$ cat config.mk
export PLATFORM = sky130hd
export DESIGN_NAME = uart_tx
export DESIGN_NICKNAME = d
export VERILOG_FILES = /design/src/rtl/uart_tx_pkg.sv /design/src/rtl/baud_tick_gen.sv /design/src/rtl/uart_tx.sv
export SDC_FILE = /design/constraint.sdc
export NUM_CORES = 1
export LEC_CHECK = 0
export BUFFER_PORTS_ARGS = -buffer_cell sky130_fd_sc_hd__buf_2
export CORE_MARGIN = 2
export CORE_UTILIZATION = 50
export CTS_CLUSTER_SIZE = 40
export DETAILED_ROUTE_END_ITERATION = 6
export GPL_TIMING_DRIVEN = 1
export PLACE_DENSITY = 0.75
export SLEW_MARGIN = 20
export SYNTH_ARGS = -nofsm -noshare
export SYNTH_HDL_FRONTEND = slang
export SYNTH_SLANG_ARGS = --single-unit
$ cat constraint.sdc
create_clock -name clk -period 3.5 [get_ports clk]
set_input_delay 0.175 -clock clk [delete_from_list [all_inputs] [get_ports clk]]
set_output_delay 0.175 -clock clk [all_outputs]
set_load 0.01 [all_outputs]
$ cat src/rtl/uart_tx_pkg.sv
// Shared UART definitions: FSM state encoding, default frame/baud parameters,
// and tick-counter sizing used by both serial directions.
package uart_tx_pkg;

  typedef enum logic [2:0] {
    IDLE   = 3'd0,
    START  = 3'd1,
    DATA   = 3'd2,
    PARITY = 3'd3,
    STOP   = 3'd4
  } state_t;

  localparam int DBIT_DEF    = 8;
  localparam int SB_TICK_DEF = 16;
  localparam int DVSR_DEF    = 163;
  localparam int OS_TICKS    = 16;

  // Tick counter must also hold the stop length, which may exceed one bit time
  function automatic int tick_w(input int sb_tick);
    return $clog2((sb_tick > OS_TICKS) ? sb_tick : OS_TICKS);
  endfunction

endpackage

$ cat src/rtl/baud_tick_gen.sv
// Oversampling tick generator: one-cycle s_tick every DVSR clk cycles.
// Latency: first tick DVSR cycles after clr drops; no backpressure, clr restarts the count.
module baud_tick_gen
  import uart_tx_pkg::*;
#(
  parameter int DVSR = DVSR_DEF
) (
  input  logic clk,
  input  logic reset,
  input  logic clr,
  output logic s_tick
);

  localparam int CW = (DVSR > 1) ? $clog2(DVSR) : 1;
  localparam logic [CW-1:0] CNT_LAST = CW'(DVSR - 1);

  logic [CW-1:0] cnt;

  assign s_tick = (cnt == CNT_LAST);

  always_ff @(posedge clk) begin
    if (!reset || clr || s_tick) cnt <= '0;
    else                         cnt <= cnt + CW'(1);
  end

endmodule

$ cat src/rtl/uart_tx.sv
// UART transmitter: pops one FIFO word per frame and shifts it out LSB first.
// Latency: pop at edge k, start bit on tx from edge k+1; FIFO is only sampled while idle.
module uart_tx
  import uart_tx_pkg::*;
#(
  parameter int DBIT       = DBIT_DEF,
  parameter int SB_TICK    = SB_TICK_DEF,
  parameter int DVSR       = DVSR_DEF,
  parameter int PARITY_EN  = 0,
  parameter int PARITY_ODD = 0
) (
  input  logic            clk,
  input  logic            reset,
  input  logic            fifo_empty,
  input  logic [DBIT-1:0] fifo_r_data,
  output logic            fifo_rd,
  output logic            tx,
  output logic            tx_busy,
  output logic            tx_done_tick
);

  localparam int SW = tick_w(SB_TICK);
  localparam int NW = $clog2(DBIT);
  localparam logic [SW-1:0] BIT_LAST  = SW'(OS_TICKS - 1);
  localparam logic [SW-1:0] STOP_LAST = SW'(SB_TICK - 1);
  localparam logic [NW-1:0] N_LAST    = NW'(DBIT - 1);
  localparam logic          HAS_PAR   = (PARITY_EN != 0);
  localparam logic          ODD       = (PARITY_ODD != 0);

  state_t            state, state_next;
  logic [SW-1:0]     s, s_next;
  logic [NW-1:0]     n, n_next;
  logic [DBIT-1:0]   shift, shift_next;
  logic              par, par_next;
  logic              tx_next;
  logic              done_next, done_pend;
  logic              baud_clr;
  logic              s_tick;

  // Held clear while idle so every frame starts on a fresh bit boundary
  assign baud_clr = (state == IDLE);
  assign tx_busy  = (state != IDLE);

  baud_tick_gen #(.DVSR(DVSR)) u_baud (
    .clk    (clk),
    .reset  (reset),
    .clr    (baud_clr),
    .s_tick (s_tick)
  );

  always_ff @(posedge clk) begin
    if (!reset) begin
      state        <= IDLE;
      s            <= '0;
      n            <= '0;
      shift        <= '0;
      par          <= 1'b0;
      tx           <= 1'b1;
      done_pend    <= 1'b0;
      tx_done_tick <= 1'b0;
    end else begin
      state        <= state_next;
      s            <= s_next;
      n            <= n_next;
      shift        <= shift_next;
      par          <= par_next;
      tx           <= tx_next;
      // Extra stage keeps the pulse aligned with the stop bit leaving the registered tx
      done_pend    <= done_next;
      tx_done_tick <= done_pend;
    end
  end

  always_comb begin
    state_next = state;
    s_next     = s;
    n_next     = n;
    shift_next = shift;
    par_next   = par;
    tx_next    = 1'b1;
    done_next  = 1'b0;
    fifo_rd    = 1'b0;
    case (state)
      IDLE: begin
        if (!fifo_empty && reset) begin
          fifo_rd    = 1'b1;
          shift_next = fifo_r_data;
          par_next   = (^fifo_r_data) ^ ODD;
          s_next     = '0;
          n_next     = '0;
          state_next = START;
        end
      end
      START: begin
        tx_next = 1'b0;
        if (s_tick) begin
          if (s == BIT_LAST) begin
            s_next     = '0;
            n_next     = '0;
            state_next = DATA;
          end else begin
            s_next = s + SW'(1);
          end
        end
      end
      DATA: begin
        tx_next = shift[0];
        if (s_tick) begin
          if (s == BIT_LAST) begin
            s_next     = '0;
            shift_next = shift >> 1;
            if (n == N_LAST) state_next = HAS_PAR ? PARITY : STOP;
            else             n_next     = n + NW'(1);
          end else begin
            s_next = s + SW'(1);
          end
        end
      end
      PARITY: begin
        tx_next = par;
        if (s_tick) begin
          if (s == BIT_LAST) begin
            s_next     = '0;
            state_next = STOP;
          end else begin
            s_next = s + SW'(1);
          end
        end
      end
      STOP: begin
        if (s_tick) begin
          if (s == STOP_LAST) begin
            s_next     = '0;
            done_next  = 1'b1;
            state_next = IDLE;
          end else begin
            s_next = s + SW'(1);
          end
        end
      end
      default: state_next = IDLE;
    endcase
  end

endmodule

=== Word level (Yosys, flattened, before mapping) ===
Index checks and enable logic that the tools add are counted.

* Add/subtract/negate cells: 3
* Multiplexer cells: 28
* Reductions and logical operators: 18
* Equal/unequal tests: 19

{| class="wikitable"
|+ Operator list
! kind !! number
|-
| 3-bit 2-to-1 mux || 14
|-
| 8-bit 2-to-1 mux || 3
|-
| 8-bit case mux with 2 select lines || 1
|-
| 3-bit case mux with 5 select lines || 1
|-
| 2-bit inequality test (second input constant) || 7
|-
| 4-bit 2-to-1 mux || 3
|-
| 2-bit by 1-bit inequality test with 1-bit output (second input constant) || 5
|-
| 10-bit AND reduction || 1
|-
| 3-bit case mux with 3 select lines || 1
|-
| 8-bit by 1-bit adder with 8-bit output (second input constant) || 1
|-
| 8-bit equality test (second input constant) || 1
|-
| 4-bit case mux with 2 select lines || 1
|-
| 8-bit XOR reduction || 1
|-
| 7-bit AND reduction || 1
|-
| 3-bit by 2-bit equality test with 1-bit output (second input constant) || 2
|-
| 3-bit equality test (second input constant) || 2
|-
| 3-bit AND reduction || 2
|-
| 3-bit nonzero test || 2
|-
| 4-bit by 1-bit adder with 4-bit output (second input constant) || 1
|-
| 4-bit equality test (second input constant) || 1
|-
| 4-bit AND reduction || 1
|-
| 2-bit nonzero test || 2
|-
| 4-bit OR reduction || 1
|-
| 3-bit by 1-bit adder with 3-bit output (second input constant) || 1
|-
| other kinds (8) || 12
|}

* Bits of input ports: 11
* Output and inout port bits: 4
* Word-level logic and storage cells: 77
* Register bits after elaboration: 30

=== Longest topological paths before layout ===
Gate-level depths: netlist of the first run.

* Depth after elaboration: 5
* Mapped depth: 8
* Gate-level depth less buffers: 6

=== Modules after synthesis ===
A second synthesis of the first run with hierarchy kept.

* Cells, all modules: 179
* Area, all modules: 1585.3 sq um

{| class="wikitable"
|+ Modules (own cells, without submodules)
! module !! area each (sq um) !! seq. area each (sq um) !! instances !! cells each
|-
| uart_tx || 1186.1 || 440.4 || 1 || 138
|-
| baud_tick_gen || 399.1 || 160.2 || 1 || 41
|}

=== Least setup slack after synthesis of the first run ===
No wires, ideal clock.

* Path kind: register to register
* Start point: reg state[0]
* End point: reg s[2]
* Path buffers: 2
* Path slack: 1.771 ns
* Required time: 3.433 ns
* Arrival: 1.662 ns
* Clock period less this slack: 1.729 ns
* Setup time: 0.067 ns
* Cell stages (with the launch flop): 9
* Cell sequence: dfxtp_1 > buf_6 > or3_4 > or2_1 > buf_6 > inv_6 > o21ai_2 > mux2_2 > o21ai_2

* Longest elaborated chain between the ends: 4
* Elaborated cells between the ends (all ways): 11
* Classes of those cells: 6 x eq/ne; 1 x mux; 4 x reduce/logical

{| class="wikitable"
|+ RTL lines
! element !! RTL line !! RTL
|-
| from (decl) || uart_tx.sv:30 || <nowiki>state_t state, state_next;</nowiki>
|-
| from (signal assigned) || uart_tx.sv:62 || <nowiki>state <= state_next;</nowiki>
|-
| 3-bit equality test, or another cell as far along || uart_tx.sv:83 || <nowiki>case (state)</nowiki>
|-
| 4-bit OR reduction (no line) || n/a ||
|-
| 2-bit by 1-bit inequality test with 1-bit output (no line) / 2-bit nonzero test (equally long branches) || n/a ||
|-
| 3-bit AND reduction (no line) || n/a ||
|-
| to (signal assigned) || uart_tx.sv:63 || <nowiki>s <= s_next;</nowiki>
|-
| to (decl) || uart_tx.sv:31 || <nowiki>logic [SW-1:0] s, s_next;</nowiki>
|}

Several ways; a longest one is shown, not always the timed one.
A chain may end at the register's enable or synchronous reset.

=== Worst setup path in the final report of the first run ===
* Start point: reg state[0]
* End point: out fifo_rd

* Longest elaborated chain between the ends: 2

{| class="wikitable"
|+ RTL lines
! element !! RTL line !! RTL
|-
| 3-bit zero test || uart_tx.sv:83 ||
|-
| 1-bit 2-to-1 mux || uart_tx.sv:83 ||
|-
| to (decl) || uart_tx.sv:16 || <nowiki>output logic fifo_rd,</nowiki>
|}

No other way between the ends.

==> summary.txt, run 1 <==
Status -> finished, final reports clean
Total CTS buffers -> 5
Antenna Cells -> 0
Tmin final -> 1.98 ns
# fillers -> 296
Slew Limit Fails -> 0
Sw power -> 0.165 mW
Final setup vio count -> 0
Clk_skew -> 0.0127 ns
Final HPWL DP -> 1950 um
Mapped Avg Cell Area -> 9.33 um2
CP Launch Type -> flop
Final WL -> 2630 um
Port buffer count -> 14
Largest net degree at the start of global routing -> 16
Post-CTS Setup Inserts -> 0
Vias in the first global route -> 1073
CP arrival -> 1.80 ns
Synth top area share -> 39.2%
Via-to-Cell Ratio -> 5.44
Pleak -> 0.614 nW
Final hold violation count -> 0
First-pass GRT wire length -> 4620 um
CTS Sinks -> 30
Via Count -> 1153
Post-Synthesis Cells -> 164
Initial antenna violation count -> 0
DR DRC count -> 0
Critical path origin -> state[0]
Core footprint -> 2980 um2
Total Routing Usage GR -> 17.9%
Clk Latency, worst-skew pair -> 0.33 ns
Gr ovfl total -> 0
Top post-synthesis cells by count -> 30 x dfxtp_1, 21 x nor2_1, 13 x nand2_1
Register area share after synthesis -> 39.2%
CTS Buffer Depth -> 2
Iteration-0 DRC count of the detailed router -> 16
Ys Warns -> 0
CTS tree -> done
Sequential Power Share -> 51.6%
Number of gates resized after CTS -> 0
Slew headroom -> 66.9%
Synth area leader -> dfxtp_1
Clock Power Share -> 38.2%
Share of post-route cells with drive strength above 1 -> 19.0%
Setup TNS -> 0 ns
Synthesized cell area -> 1530 um2
Critical path type -> reg2out
Seq cells post-synth -> 30
Htree depth -> 2
Root buffer cell -> clkbuf_4
Asr flop ratio synth -> 0%
Combinational fraction of design power -> 10.2%
I/O pin cnt -> 15
Row count -> 20
Pwr per Cell Area -> 422 nW/um2
Hold Crit Class -> in2reg
Switching share of power -> 23.7%
Internal power -> 0.531 mW
Placer Congestion -> 0.780
Largest vdd supply drop -> 0.247 mV
Max-Cap Viols -> 0
Crit path capture type -> output pin
Hold slack -> 0.108 ns
Initial core utilization -> 51.4%
Post-synth net total -> 180
Synth unique cells -> 37
Clock transition at path regs -> 0.09 ns
Synth Flop Type -> dfxtp_1
WL/cell -> 12.4 um
Die Y-Extent -> 59.3 um
R2r startpoint -> state[1]
Period utilisation layout -> 56.5%
Worst Tran Pin Value -> 0.496 ns
CP required -> 3.32 ns
Storage element area -> 601 um2
Number of synthesized flops with an enable pin -> 0
Max FO, Critical Path -> 10
Multi-input logic area -> 835 um2
Most frequent cell after synthesis -> dfxtp_1
Top post-synthesis cells by area -> dfxtp_1 39%, mux2i_1 6.5%, xnor2_1 5.7%
Fmax -> 506 MHz
Worst hold start -> fifo_r_data[7]
Die ar. -> 3520 um2
DR pass1 iterations -> 4
# nets final -> 194
Unrepaired setup endpoints after global routing -> false
Die W -> 59.3 um
Post-CTS Hold Buffers -> 0
Post-route ant nets -> 0
Area Growth Syn to Fin -> 7.93%
-- layer usage --
metal | track usage (%) | routed length (um) | vias to the layer above
met5 | 0 | 0 | -
met4 | 7.79 | 54 | 0
met3 | 7.42 | 129 | 6
met2 | 28.6 | 1220 | 19
met1 | 20.9 | 1220 | 527
li1 | - | - | 601
-- metrics by stage --
step                setup WS [ns]  instance area (um2)  power [mW]  std cells  util (%)
floorplan                    1.77                 1530       0.426        164         -
global placement             1.74                 1570       0.436        204      52.9
detailed placement           1.69                 1570       0.439        204      52.9
CTS                          1.50                 1650       0.707        212      55.5
global route                 1.41                 1650       0.730        212      55.5
finish                       1.52                 1650       0.696        212      55.5
-- state kept, by name (all words and copies together) (netlist names) --
signal,flops
shift,8
u_baud.cnt,8
done_pend,1
par,1
s,4
tx,1
n,3
tx_done_tick,1
state,3
-- layout make-up --
class	instances	share of cell area (%)
multi-input cells	122	50.5
flip-flops and latches	30	36.4
repair buffers	15	4.70
well taps	33	2.50
clock inverters	3	2.42
clock buffers	5	2.27
inverters	4	1.21
-- critical path, stage by stage, from the launching register on --
cell	delay [ns]
dfxtp_1	0.41
or3_4	0.43
or2_1	0.37
inv_6	0.12
buf_2	0.13
-- cells in the final DEF, fill, tap and decap left out --
master	instances
a21oi_1	8
nor3b_1	2
or2_1	1
or4b_1	1
a32oi_1	1
a211oi_1	4
and4_2	1
nand3_1	11
nand4_1	1
or3_4	1
buf_4	1
o211ai_1	2
nor3_1	1
o21ai_4	1
inv_6	1
mux2i_1	10
clkinv_2	2
clkbuf_4	5
a311o_1	1
ha_1	5
and3_1	3
nand2b_1	2
and2_1	2
bufinv_16	1
nand4b_1	1
nor2_1	21
inv_1	3
o31ai_1	1
mux2_2	1
buf_2	14
dfxtp_1	30
xor2_1	5
o21ai_0	4
nand2_1	13
o21ai_2	2
nand3b_1	2
xnor2_1	10
a211oi_2	4
-- logic make-up after synthesis --
logic type,synth area share (%)
AND/OR/NAND/NOR,20.5
AO/OA/AOI/OAI,14.1
flip-flops,39.2
multiplexers,7.28
adder cells (fa/ha/maj),4.09
buffers and inverters,6.21
XOR/XNOR,8.59
-- power groups by stage --
stage	Sequential [mW]	Combinational, mW	Clock [mW]
after floorplan	0.365	0.0610	0
after global placement	0.367	0.0693	0
after detailed placement	0.367	0.0715	0
after CTS	0.360	0.0719	0.276
after global routing	0.361	0.0795	0.289
final	0.359	0.0708	0.266
-- path summary, 6_finish.rpt --
kind	end	slack, ns	depth (start not counted)
worst min register to register	tx_done_tick	0.44	1
worst max-delay path	fifo_rd	1.52	4
worst min-delay path	shift[7]	0.11	3
worst max register to register	shift[1]	1.65	6
Power figures use the tool's default switching activity.
==> run 2, diff against run 1 <==
--- a/config.mk
+++ b/config.mk
@@ -11,7 +11,7 @@
 export CTS_CLUSTER_SIZE = 40
 export DETAILED_ROUTE_END_ITERATION = 6
 export GPL_TIMING_DRIVEN = 1
-export PLACE_DENSITY = 0.75
+export PLACE_DENSITY = 0.78
 export SLEW_MARGIN = 20
 export SYNTH_ARGS = -nofsm -noshare
 export SYNTH_HDL_FRONTEND = slang
==> constraint.sdc (replaced) <==
create_clock -name clk -period 1.8 [get_ports clk]
set_input_delay 0.09 -clock clk [delete_from_list [all_inputs] [get_ports clk]]
set_output_delay 0.09 -clock clk [all_outputs]
set_load 0.01 [all_outputs]
==> run 2 against run 1 <==
  * Global-route usage rose by 0.12 points
  * Count of clock-buffer cells in the layout rose by 3
  * Wire length rose by 4.5%
  * First-iteration DRC count rose by 140%
  * Highest routed layer unchanged
  * Critical path depth rose by 1
  * Sequential power rose by 94%
  * Combinational power rose by 120%
  * Hold slack got worse by 0.050 ns
  * Die area did not move
  * Core utilization rose by 2.9 points
  * Cell area rose by 5.3%
  * Largest cell class unchanged
  * Total power rose by 94%
==> summary.txt, run 2 (synthesis results as in run 1) <==
Root buffer cell -> clkbuf_4
Crit path capture type -> flop
CP arrival -> 1.94 ns (+0.14 ns)
Max-Cap Viols -> 0 (unchanged)
CTS Sinks -> 30 (unchanged)
Setup TNS -> 0 ns (unchanged)
Fmax -> 598 MHz
Vias in the first global route -> 1129 (+5.2%)
Initial core utilization -> 51.4% (unchanged)
Area Growth Syn to Fin -> 13.7%
Tmin final -> 1.67 ns
DR DRC count -> 0 (unchanged)
R2R Setup Slk -> 0.13 ns (-1.52 ns)
Worst Setup Slack, final -> 0.128 ns (-1.40 ns)
I/O pin cnt -> 15 (unchanged)
Die Y-Extent -> 59.3 um (unchanged)
Hold path endpoint -> shift[7]
Initial antenna violation count -> 0 (unchanged)
Total CTS buffers -> 5 (unchanged)
Max FO, Critical Path -> 6 (-4)
CP peak stage delay -> 0.48 ns (+0.05 ns)
Pleak -> 0.658 nW (+7.2%)
Iteration-0 DRC count of the detailed router -> 39 (+23)
CP required -> 2.07 ns (-1.25 ns)
Unrepaired setup endpoints after global routing -> false
Final HPWL DP -> 1970 um (+1.3%)
Post-CTS Hold Buffers -> 0 (unchanged)
Worst Tran Pin Value -> 0.475 ns (-0.0212 ns)
Die ar. -> 3520 um2 (unchanged)
Via Count -> 1229 (+6.6%)
First-pass GRT wire length -> 4750 um (+2.7%)
Critical-path top delay cell -> or4b_1
Final setup vio count -> 0 (unchanged)
Total Routing Usage GR -> 18.0% (+0.12 points)
Die W -> 59.3 um (unchanged)
Largest net degree at the start of global routing -> 15 (-1)
Placer Congestion -> 0.792 (+1.6%)
Non-filler cells, final -> 219 (+3.3%)
# nets final -> 201 (+3.6%)
Slew Limit Fails -> 0 (unchanged)
Period utilisation layout -> 92.9%
CTS Buffer Depth -> 2 (unchanged)
CP Launch Type -> flop
Clock transition at path regs -> 0.09 ns (about the same)
Port buffer count -> 14 (unchanged)
CTS tree -> done
Final hold violation count -> 0 (unchanged)
Dpl cells -> 210 (+2.9%)
Via-to-Cell Ratio -> 5.61 (+3.2%)
Share of post-route cells with drive strength above 1 -> 24.7% (+5.7 points)
Largest regs -> shift: 8 flops, u_baud.cnt: 8 flops, s: 4 flops
CP top delay family -> simple AND/OR/NAND/NOR gates
CP cell instances -> ha_2, and3_2, nand2_2, or4b_1, a21oi_1
Status -> finished, final reports clean
WL/cell -> 12.5 um (+1.2%)
Clk_skew -> 0.00525 ns (-0.00742 ns)
# fillers -> 265 (-10%)
Largest vdd supply drop -> 0.477 mV (+93%)
Commonest non-fill, non-tap cell in the layout -> dfxtp_1
Worst hold start -> fifo_r_data[7]
Pwr per Cell Area -> 775 nW/um2 (+84%)
Post-route ant nets -> 0 (unchanged)
Worst R2R Path Depth -> 5 (-1)
Final WL -> 2740 um (+4.5%)
Gr ovfl total -> 0 (unchanged)
Worst Hold Depth -> 3 (unchanged)
Pwr Total -> 1.35 mW (+94%)
Slew headroom -> 68.3% (+1.4 points)
R2r startpoint -> s[0]
Antenna Cells -> 0 (unchanged)
Reg2reg end -> state[2]
Clk Latency, worst-skew pair -> 0.33 ns (about the same)
Core footprint -> 2980 um2 (unchanged)
Hold Crit Class -> in2reg
Htree depth -> 2 (unchanged)
Row count -> 20 (unchanged)
Critical path type -> reg2reg
Commonest non-fill, non-tap cells in the layout -> 30 x dfxtp_1, 21 x nor2_1, 14 x buf_2
Dpl ws -> 0.0523 ns (-1.64 ns)
DR pass1 iterations -> 4 (unchanged)
Worst path bufs/invs -> 0 (-2)
## run 2: cell count changes in the layout (fill, tap and decap cells not counted), sizes merged
cell | before | now
clkbuf | 5 | 8
clkinv | 2 | 0
bufinv | 1 | 0
buf | 15 | 22
## run 2: repair_timing
item,4_1_cts,5_1_grt
setup endpoints to repair,0,12
gates resized for setup,0,6
buffers inserted,0,1
## run 2: metal layers
metal	up-vias	part of all wire [%]	GRT usage [%]
met1	575	45	22.9
met5	-	0	0
met4	0	2.2	8.44
met2	30	46	27.3
li1	617	-	-
met3	7	6.2	6.11
## run 2: final cells by class
type | count | area, um2 | area share [%]
inverter | 4 | 20.0 | 1.15
clock buffer | 8 | 78.8 | 4.53
timing repair buffer | 22 | 143 | 8.20
multi-input combinational | 122 | 856 | 49.2
tap | 33 | 41.3 | 2.37
sequential | 30 | 601 | 34.5
## run 2: worst max path at each step
stage,start,end,slack [ns],depth (start not counted)
after floorplan,state[0],s[2],0.07,8
after global placement,u_baud.cnt[5],state[2],0.09,5
after detailed placement,s[0],state[2],0.05,5
after CTS,state[0],fifo_rd,0.01,4
after global routing,state[1],shift[2],0.002,7
final,s[0],state[2],0.13,5
## run 2: power by group
part	switching (mW)	leakage [nW]	internal (mW)	total, mW
combinational	0.0838	0.369	0.0734	0.157
clock	0.228	0.0446	0.267	0.495
sequential	0.0115	0.244	0.685	0.696
total	0.323	0.658	1.02	1.35
## run 2: through the flow
stage / area, um2 / util (%) / hold slack, ns
floorplan: 1530 / - / 0.226
global placement: 1620 / 54.4 / 0.388
detailed placement: 1620 / 54.4 / 0.378
CTS: 1700 / 57.0 / 0.0119
global route: 1740 / 58.4 / 0.0483
finish: 1740 / 58.4 / 0.0577
## run 2: tightest hold or removal path: cells and delay by family
kind / cells / cell delay, ns
AO/OA/AOI/OAI: 1 / 0.07
buffers and inverters: 1 / 0.12
AND/OR/NAND/NOR: 1 / 0.06
==> run 3, diff against run 2 <==
--- a/config.mk
+++ b/config.mk
@@ -8,10 +8,11 @@
 export BUFFER_PORTS_ARGS = -buffer_cell sky130_fd_sc_hd__buf_2
 export CORE_MARGIN = 2
 export CORE_UTILIZATION = 50
+export CTS_BUF_LIST = sky130_fd_sc_hd__clkbuf_8
 export CTS_CLUSTER_SIZE = 40
 export DETAILED_ROUTE_END_ITERATION = 6
 export GPL_TIMING_DRIVEN = 1
-export PLACE_DENSITY = 0.78
+export PLACE_DENSITY = 0.72
 export SLEW_MARGIN = 20
 export SYNTH_ARGS = -nofsm -noshare
 export SYNTH_HDL_FRONTEND = slang
==> run 3 against run 2 <==
  * Clock power is 10% higher
  * Register-to-register slack better by 0.02 ns
  * Combinational power rose by 6%
  * Via count is 2.8% higher
  * Die area is the same
  * Count of clock-buffer cells in the layout down 2
  * Final cell count rose by 3.2%
  * Global-route usage grew 2.4 points
  * Clock skew barely moved
  * Flip-flop and latch count stayed put
  * Sequential share of layout area shrank 0.68 points
  * Hold slack better by 0.043 ns
==> summary.txt, run 3 (synthesis results as in run 1) <==
Clk_skew -> 0.00551 ns (+0.000257 ns)
Largest regs -> shift: 8 flops, u_baud.cnt: 8 flops, s: 4 flops
Critical-path top delay cell -> or4b_1
Worst R2R Path Depth -> 5 (unchanged)
Total Routing Usage GR -> 20.4% (+2.4 points)
Reg2reg end -> state[2]
CTS tree -> done
Htree depth -> 2 (unchanged)
# fillers -> 255 (-3.8%)
Critical path type -> reg2reg
Die ar. -> 3520 um2 (unchanged)
First-pass GRT wire length -> 5300 um (+12%)
Gr busiest metal -> met2
CTS Sinks -> 30 (unchanged)
Pwr per Cell Area -> 793 nW/um2 (+2.3%)
CP cell instances -> nor3b_1, and4_2, nand2_1, or4b_1, a21oi_1
DR DRC count -> 0 (unchanged)
Via-to-Cell Ratio -> 5.59 (-0.42%)
CP endpoint -> state[2]
Die Y-Extent -> 59.3 um (unchanged)
Pleak -> 0.691 nW (+5.2%)
Setup TNS -> 0 ns (unchanged)
R2R Setup Slk -> 0.14 ns (+0.02 ns)
Hold Crit Class -> in2reg
Hold slack -> 0.101 ns (+0.0430 ns)
Final hold violation count -> 0 (unchanged)
Pwr Total -> 1.41 mW (+4.6%)
Worst Tran Pin Value -> 0.485 ns (+0.00949 ns)
DR pass1 iterations -> 4 (unchanged)
Max-Cap Viols -> 0 (unchanged)
Final instance area -> 1780 um2 (+2.2%)
Largest vdd supply drop -> 0.484 mV (+1.6%)
Final WL -> 3000 um (+9.3%)
Slew headroom -> 67.7% (-0.63 points)
Clock transition at path regs -> 0.06 ns (-0.03 ns)
Commonest non-fill, non-tap cell in the layout -> dfxtp_1
Vias in the first global route -> 1240 (+9.8%)
CP arrival -> 1.87 ns (-0.07 ns)
Share of post-route cells with drive strength above 1 -> 26.4% (+1.7 points)
R2r startpoint -> u_baud.cnt[5]
WL/cell -> 13.3 um (+5.9%)
Unrepaired setup endpoints after global routing -> false
Status -> finished, final reports clean
Post-CTS Hold Buffers -> 0 (unchanged)
Commonest non-fill, non-tap cells in the layout -> 29 x dfxtp_1, 21 x nor2_1, 15 x buf_4
Core footprint -> 2980 um2 (unchanged)
Fmax -> 604 MHz (+0.91%)
Port buffer count -> 14 (unchanged)
Grt met1 use -> 22.8% (-0.074 points)
Clk Latency, worst-skew pair -> 0.28 ns (-0.05 ns)
Initial core utilization -> 51.4% (unchanged)
Largest net degree at the start of global routing -> 16 (+1)
Total CTS buffers -> 5 (unchanged)
CTS Buffer Depth -> 2 (unchanged)
Placed cell areas -> 1640 um2 (+1.4%)
Antenna Cells -> 0 (unchanged)
Storage element area -> 602 um2 (+0.21%)
CP Launch Type -> flop
Max FO, Critical Path -> 4 (-2)
Initial antenna violation count -> 0 (unchanged)
Placer Congestion -> 0.832 (+5.0%)
Met2 Use GR -> 35.0% (+7.7 points)
Period utilisation layout -> 92.0% (-0.84 points)
Row count -> 20 (unchanged)
Multi-input logic area -> 841 um2 (-1.8%)
Slew Limit Fails -> 0 (unchanged)
Dpl cells -> 213 (+1.4%)
Via Count -> 1263 (+2.8%)
Root buffer cell -> clkbuf_8
GR Layer Usage met3 -> 6.55% (+0.44 points)
CP required -> 2.01 ns (-0.06 ns)
Final HPWL DP -> 2130 um (+7.9%)
Tmin final -> 1.66 ns (-0.0151 ns)
Iteration-0 DRC count of the detailed router -> 24 (-38%)
Worst Hold Depth -> 3 (unchanged)
I/O pin cnt -> 15 (unchanged)
Non-filler cells, final -> 226 (+3.2%)
Area Growth Syn to Fin -> 16.2%
Gr ovfl total -> 0 (unchanged)
Final setup vio count -> 0 (unchanged)
CP peak stage delay -> 0.47 ns (about the same)
Die W -> 59.3 um (unchanged)
Crit path capture type -> flop
# nets final -> 208 (+3.5%)
Critical path origin -> u_baud.cnt[5]
Post-route ant nets -> 0 (unchanged)
run 3: changes by cell type in the layout (fill, tap and decap cells not counted), sizes merged:
cell    change
clkinv      +1
clkbuf      -2
inv         +1
buf         +7
run 3: critical path: cells and delay by family, from the launching register on:
family,cells,cell delay [ns]
AOI/OAI and AO/OA,1,0.14
and+or+nand+nor,4,1.09
DFF,1,0.36
run 3: worst min-delay path by stage:
stage | start | slack (ns) | to
2_1_floorplan | fifo_r_data[7] | 0.23 | shift[7]
3_3_place_gp | fifo_r_data[7] | 0.37 | shift[7]
3_5_place_dp | fifo_r_data[7] | 0.39 | shift[7]
4_1_cts | fifo_r_data[7] | 0.08 | shift[7]
5_1_grt | fifo_r_data[7] | 0.10 | shift[7]
6_report | fifo_r_data[7] | 0.10 | shift[7]
run 3: final cells by class:
cell class                      count  share of cell area [%]
Tap cell                           33                    2.32
Multi-Input combinational cell    122                    47.3
Sequential cell                    30                    33.8
Inverter                            4                    1.13
Timing Repair Buffer               29                    10.3
Clock inverter                      2                   0.493
Clock buffer                        6                    4.64
run 3: power breakdown:
group	internal (mW)	total [mW]	switching (mW)
sequential	0.686	0.698	0.0127
clock	0.302	0.545	0.243
combinational	0.0780	0.167	0.0887
run 3: per-stage QoR:
step	util [%]	worst slack [ns]
after global placement	55.1	0.0865
after detailed placement	55.1	0.0297
after floorplan	-	0.0707
final	59.7	0.143
after global routing	59.7	0.0212
after CTS	59.5	0.0716
run 3: metal layers:
layer	part of all wire, %	vias to the layer above
met5	0	-
met3	5.3	7
li1	-	625
met4	2.1	0
met2	52	32
met1	40	599
run 3: what timing repair did:
item | CTS | global route
resized for setup | 0 | 4
pin swaps | 1 | 1
buffers inserted | 5 | 0
endpoints found under the setup margin | 1 | 7
